### src/rtl/pattern_bank_if.sv
// Serial configuration link, playback control/stream and flattened storage
// view of a pattern_bank, bundled as one port.
interface pattern_bank_if #(
    parameter int WIDTH = 8,
    parameter int DEPTH = 27,
    parameter int NBUFS = 8,
    parameter int SELW  = 3
);
    logic                         ssel;
    logic                         sin;
    logic [SELW-1:0]              saddr;
    logic                         sout;
    logic                         ovf;
    logic                         ovf_clr;
    logic                         play_go;
    logic                         play_stop;
    logic [SELW-1:0]              play_sel;
    logic                         play_loop;
    logic [WIDTH-1:0]             pat_byte;
    logic                         pat_valid;
    logic                         pat_last;
    logic                         busy;
    logic [NBUFS*DEPTH*WIDTH-1:0] bufs;

    modport master (
        output ssel, sin, saddr, ovf_clr, play_go, play_stop, play_sel, play_loop,
        input  sout, ovf, pat_byte, pat_valid, pat_last, busy, bufs
    );

    modport slave (
        input  ssel, sin, saddr, ovf_clr, play_go, play_stop, play_sel, play_loop,
        output sout, ovf, pat_byte, pat_valid, pat_last, busy, bufs
    );
endinterface

### src/rtl/pattern_bank.sv
// Bank of NBUFS pattern buffers loaded bit-serially with simultaneous readback,
// plus a playback sequencer streaming one buffer word-by-word, once or looped.
module pattern_bank #(
    parameter int WIDTH = 8,
    parameter int DEPTH = 27,
    parameter int NBUFS = 8,
    parameter int SELW  = 3,
    parameter int PW    = 5
) (
    input  logic          sclk,
    input  logic          rst,
    pattern_bank_if.slave bus
);
    localparam int BW = (WIDTH > 2) ? $clog2(WIDTH) : 1;
    localparam logic [PW-1:0] LAST = PW'(DEPTH - 1);

    typedef enum logic {IDLE, RUN} state_t;

    logic [NBUFS-1:0][DEPTH-1:0][WIDTH-1:0] mem;

    logic [WIDTH-1:0] sh, rb, word_in;
    logic [BW-1:0]    bitcnt;
    logic [PW-1:0]    wp, wp_next;
    logic             wrap;
    logic [SELW-1:0]  sel_q;
    logic             sel_ok, saddr_ok, play_ok;

    state_t           state_q, state_d;
    logic [SELW-1:0]  psel;
    logic [PW-1:0]    rp;

    assign bus.bufs = mem;
    assign bus.sout = rb[WIDTH-1];
    assign bus.busy = (state_q == RUN);

    assign word_in  = {sh[WIDTH-2:0], bus.sin};
    assign wp_next  = (wp == LAST) ? '0 : wp + 1'b1;
    assign sel_ok   = 32'(sel_q) < NBUFS;
    assign saddr_ok = 32'(bus.saddr) < NBUFS;
    assign play_ok  = 32'(bus.play_sel) < NBUFS;

    // Serial load; rb preloads the old word so it shifts out while its replacement shifts in
    always_ff @(posedge sclk or posedge rst) begin
        if (rst) begin
            mem     <= '0;
            sh      <= '0;
            rb      <= '0;
            bitcnt  <= '0;
            wp      <= '0;
            wrap    <= 1'b0;
            sel_q   <= '0;
            bus.ovf <= 1'b0;
        end else begin
            if (bus.ovf_clr) bus.ovf <= 1'b0;
            if (!bus.ssel) begin
                bitcnt <= '0;
                wp     <= '0;
                wrap   <= 1'b0;
                sel_q  <= bus.saddr;
                rb     <= saddr_ok ? mem[bus.saddr][0] : '0;
            end else begin
                sh     <= word_in;
                bitcnt <= bitcnt + 1'b1;
                if (bitcnt == BW'(WIDTH - 1)) begin
                    bitcnt <= '0;
                    if (sel_ok) mem[sel_q][wp] <= word_in;
                    rb <= sel_ok ? mem[sel_q][wp_next] : '0;
                    wp <= wp_next;
                    if (wp == LAST) wrap <= 1'b1;
                    // set wins over a same-edge ovf_clr
                    if (wrap) bus.ovf <= 1'b1;
                end else begin
                    rb <= rb << 1;
                end
            end
        end
    end

    always_ff @(posedge sclk or posedge rst) begin
        if (rst) state_q <= IDLE;
        else     state_q <= state_d;
    end

    always_comb begin
        state_d = state_q;
        case (state_q)
            IDLE: if (bus.play_go && play_ok) state_d = RUN;
            RUN: begin
                if (bus.play_stop)                  state_d = IDLE;
                else if (rp == LAST && !bus.play_loop) state_d = IDLE;
            end
            default: state_d = IDLE;
        endcase
    end

    // Playback datapath; pat_byte holds its last value on stop
    always_ff @(posedge sclk or posedge rst) begin
        if (rst) begin
            psel          <= '0;
            rp            <= '0;
            bus.pat_byte  <= '0;
            bus.pat_valid <= 1'b0;
            bus.pat_last  <= 1'b0;
        end else if (state_q == IDLE) begin
            bus.pat_valid <= 1'b0;
            bus.pat_last  <= 1'b0;
            if (bus.play_go && play_ok) begin
                psel <= bus.play_sel;
                rp   <= '0;
            end
        end else if (bus.play_stop) begin
            bus.pat_valid <= 1'b0;
            bus.pat_last  <= 1'b0;
        end else begin
            bus.pat_byte  <= mem[psel][rp];
            bus.pat_valid <= 1'b1;
            bus.pat_last  <= (rp == LAST);
            rp            <= (rp == LAST) ? '0 : rp + 1'b1;
        end
    end
endmodule
### src/flat_wrapper.sv
// flat-port wrapper written by rule: the top's interface ports become plain ports
module pattern_bank_flat 
#(
    parameter int WIDTH = 8,
    parameter int DEPTH = 27,
    parameter int NBUFS = 8,
    parameter int SELW  = 3,
    parameter int PW    = 5
)
  (sclk, rst, bus_ssel, bus_sin, bus_saddr, bus_ovf_clr, bus_play_go, bus_play_stop, bus_play_sel, bus_play_loop, bus_sout, bus_ovf, bus_pat_byte, bus_pat_valid, bus_pat_last, bus_busy, bus_bufs);
  pattern_bank_if #(.WIDTH(WIDTH), .DEPTH(DEPTH), .NBUFS(NBUFS), .SELW(SELW)) bus_i ();
  input  logic sclk;
  input  logic rst;
  input wire logic [$bits(bus_i.ssel)-1:0] bus_ssel;
  input wire logic [$bits(bus_i.sin)-1:0] bus_sin;
  input wire logic [$bits(bus_i.saddr)-1:0] bus_saddr;
  input wire logic [$bits(bus_i.ovf_clr)-1:0] bus_ovf_clr;
  input wire logic [$bits(bus_i.play_go)-1:0] bus_play_go;
  input wire logic [$bits(bus_i.play_stop)-1:0] bus_play_stop;
  input wire logic [$bits(bus_i.play_sel)-1:0] bus_play_sel;
  input wire logic [$bits(bus_i.play_loop)-1:0] bus_play_loop;
  output wire logic [$bits(bus_i.sout)-1:0] bus_sout;
  output wire logic [$bits(bus_i.ovf)-1:0] bus_ovf;
  output wire logic [$bits(bus_i.pat_byte)-1:0] bus_pat_byte;
  output wire logic [$bits(bus_i.pat_valid)-1:0] bus_pat_valid;
  output wire logic [$bits(bus_i.pat_last)-1:0] bus_pat_last;
  output wire logic [$bits(bus_i.busy)-1:0] bus_busy;
  output wire logic [$bits(bus_i.bufs)-1:0] bus_bufs;
  assign bus_i.ssel = bus_ssel;
  assign bus_i.sin = bus_sin;
  assign bus_i.saddr = bus_saddr;
  assign bus_i.ovf_clr = bus_ovf_clr;
  assign bus_i.play_go = bus_play_go;
  assign bus_i.play_stop = bus_play_stop;
  assign bus_i.play_sel = bus_play_sel;
  assign bus_i.play_loop = bus_play_loop;
  assign bus_sout = bus_i.sout;
  assign bus_ovf = bus_i.ovf;
  assign bus_pat_byte = bus_i.pat_byte;
  assign bus_pat_valid = bus_i.pat_valid;
  assign bus_pat_last = bus_i.pat_last;
  assign bus_busy = bus_i.busy;
  assign bus_bufs = bus_i.bufs;
  pattern_bank #(.WIDTH(WIDTH), .DEPTH(DEPTH), .NBUFS(NBUFS), .SELW(SELW), .PW(PW)) u_core (.sclk(sclk), .rst(rst), .bus(bus_i));
endmodule
### config.mk
export PLATFORM = sky130hd
export DESIGN_NAME = pattern_bank_flat
export DESIGN_NICKNAME = d
export VERILOG_FILES = /design/src/rtl/pattern_bank_if.sv /design/src/rtl/pattern_bank.sv /design/src/flat_wrapper.sv
export SDC_FILE = /design/constraint.sdc
export NUM_CORES = 2
export LEC_CHECK = 0
export ABC_AREA = 1
export BUFFER_PORTS_ARGS = -buffer_cell sky130_fd_sc_hd__buf_2
export CAP_MARGIN = 15
export CORE_AREA = 2 2 692 694
export CTS_BUF_LIST = sky130_fd_sc_hd__clkbuf_4
export CTS_CLUSTER_DIAMETER = 40
export DETAILED_ROUTE_END_ITERATION = 16
export DIE_AREA = 0 0 694 696
export PLACE_DENSITY_LB_ADDON = 0.08
export SLEW_MARGIN = 10
export SYNTH_ARGS = -nofsm -noshare
export SYNTH_HDL_FRONTEND = slang
export SYNTH_SLANG_ARGS = --single-unit
export TNS_END_PERCENT = 5
### constraint.sdc
create_clock -name sclk -period 62.9 [get_ports sclk]
set_clock_uncertainty 0.15 [all_clocks]
set_input_delay 9.435 -clock sclk [delete_from_list [all_inputs] [get_ports sclk]]
set_output_delay 9.435 -clock sclk [all_outputs]
set_load 0.02 [all_outputs]
==> metrics.txt <==
slew of the pin with the lowest slew margin=about 1.4 ns; Buf/Inv on CP=1; yosys warns=0; Peak VDD IR=0.0000190 V; number of standard cells in the final layout excluding fillers=around 22000; start point of the worst hold path=u_core.bitcnt[0]; Main synth FF type=dfrtp_1; height of the die=696 µm; run status=complete, no violations; Final Setup Violations=0; I/O pin total=1755; die area=483000 µm²; most numerous cell in the Yosys netlist=nand2_1; insertion delay to the later sink of the worst-skew pair=approximately 1.8 ns; GRT Total Usage=36.1%; power per cell area=about 30 nW/µm²; class of the tightest hold or removal check=flop to flop; launch point of the worst reg-to-reg path=u_core.psel[0]; P_sw=1.55 mW; final design instance area without fill=119000 µm²; layout cells sized above 1=18.9%; CTS-repair resized insts=0; # hold bufs at CTS=0; timing endpoint of the critical path=bus_busy; Crit. End Element=primary output; Internal=roughly 2 mW; average wire per cell in the routed design=41.0 µm; delay contributed by the slowest stage of the critical path=0.92 ns; critical path peak fanout=3; Tmin final=12.56 ns; path type of the worst setup path=flop to primary output; synthesis-to-layout area growth=22.2%; CP arrival=just under 3 ns; end of the worst register-to-register path=u_core.bus.pat_byte[5]; total power=~3.5 mW; number of antenna violations at the first check in global routing=76; net count after synthesis=14014; H-tree lvl count=6; clock slew at reported path FFs=0.06 ns; register share of total power=between 30% and 40%; maximum clock rate=about 0.08 GHz; aggregate routed wire length=between 900 and 1000 mm; effective utilization at floorplan=20.5%; post-detailed-placement half-perimeter wirelength=706 mm; unrepaired setup endpoints after global routing=no; startpoint kind of the worst setup timing path=flop; max capacitance violation total=0; fraction of registers with async set/reset=100%; TritonCTS clock tree=yes; FF-to-FF path depth=15; number of cells on the critical path=1; register bit count reported by yosys=1775; Inserted Clock Buffers=600; required time worst endpoint=53.31 ns; number of vias per cell=5.25; number of clock sinks=about 1800; Core Region=476000 µm²; cell types occupying the most area after synthesis=dfrtp_1, nand2_1, o21ai_0, nand3_1, nor2_1; Netlist Area Pre-Place=roughly 100000 µm²; maximum count of clock buffers along a single path=4; worst hold slack=0.292 ns; number of buffers added for setup after CTS=0; drt first pass iters=8; post-route ant nets=0; detailed-route DRC error count=0; remaining global-route overflow=0; cell chosen for the clock root=clkbuf_4; largest area contributor in the netlist=dfrtp_1; Cell Count Post-Placement=~21000; r2r setup slk=approximately 57 ns; first-pass GRT wire length=1150 mm; nets=around 16000; number of enable flip-flop cells after synthesis=0; leading cell types by count after synthesis=nand2_1, o21ai_0, dfrtp_1; sequential-to-total area share from yosys stat=between 40% and 50%; Top delay family on crit path=flip-flops; Port Buf Inserts=1754; final weighted congestion in routability-driven placement=about 1.0; Lkg Pwr=57.6 nW; Post-Syn Instances=13992; placed cell areas=between 100000 and 150000 µm²; number of distinct standard cells referenced by the synthesized netlist=43; crit share post-route=20.0%; DR vias=116448; clock network fraction of total power=approximately 36%; chain of cells forming the critical path=buf_2; number of rows in the core area=between 200 and 300; master of the slowest instance on the critical path=dfrtp_1; Switching Fraction=44.1%; final setup TNS=0 ns; vias in the first global route=101506; width of the chip=a little under 700 µm; Rel. slew slack=4.08%; violation count after the first detailed-routing iteration=19178; share of power burned in combinational logic=30.5%; largest net degree at the start of global routing=151; hold depth=1; launching instance or port of the critical path=u_core.bus.busy; syn_area_per_cell=about 7 µm²; Hold Violations, Final=0; area share of the largest cell type after synthesis=45.5%; Pins Over Slew Limit=0
how the worst min path moves through the flow:
stage                            end  slack (ns)
finish              u_core.bitcnt[0]        0.29
global route        u_core.bitcnt[0]        0.30
CTS                 u_core.bitcnt[0]        0.29
detailed placement  u_core.bitcnt[0]        0.29
global placement    u_core.bitcnt[0]        0.28
floorplan           u_core.bitcnt[0]        0.26
metal layers:
metal	vias to the layer above	routed length (µm)	GRT usage, %
met4	16	56200	18.8
met5	-	231	0
met3	1089	125000	16.0
met2	7710	317000	43.0
met1	58437	411000	52.5
li1	49196	-	-
per-stage QoR:
stage | setup slack (ns) | utilization (%)
final | 50.34 | 25.0
after global routing | 49.96 | 25.0
after CTS | 50.23 | 25.0
after detailed placement | 48.57 | 23.5
after global placement | 48.49 | 23.5
after floorplan | 3.21 | -
power groups by stage:
stage	clock network [mW]	registers, mW	logic, mW
floorplan	0	1.18	0.511
global placement	0	1.19	1.02
detailed placement	0	1.19	1.02
CTS	1.30	1.17	1.02
global route	1.36	1.17	1.08
finish	1.28	1.17	1.07
cells in the final DEF (no fill, tap or decap), types with 42 or more instances in the layout:
cell	n
dfrtp_1	1767
o22ai_1	79
clkbuf_4	804
diode_2	43
nand2_1	5496
or2_2	49
buf_2	1754
nand3_1	1297
buf_4	221
nor2_1	694
o211ai_1	273
a21oi_1	239
o21ai_0	2349
clkinv_1	106
nor3_1	42
inv_1	426
registers in the layout (all words and copies together), names as in the netlist, 3 cells and up:
signal and cells:
u_core.rp 5, u_core.rb 8, u_core.bus.bufs 1728, u_core.psel 3
u_core.bitcnt 3, u_core.sh 7, u_core.sel_q 3, u_core.wp 5
u_core.bus.pat_byte 8
area by class of cell:
cell class,instances,area [µm²]
multi-input combinational,10666,46900
sequential,1775,44400
tap,6272,7850
antenna,43,108
inverter,454,1810
timing repair buffer,2000,10900
clock inverter,168,1140
clock buffer,802,6020
fill,53780,357000
cells by family after synthesis:
| kind of cell | count (synthesis) | synth area share (%) |
|---|---|---|
| adders and majority gates | 8 | 0.103 |
| buffers and inverters | 1551 | 6.55 |
| and+or+nand+nor | 7675 | 31.6 |
| AOI/OAI and AO/OA | 2980 | 16.2 |
| DFF | 1775 | 45.5 |
| xor gates and xnor gates | 3 | 0.0269 |
(Power assumes the default switching activity.)
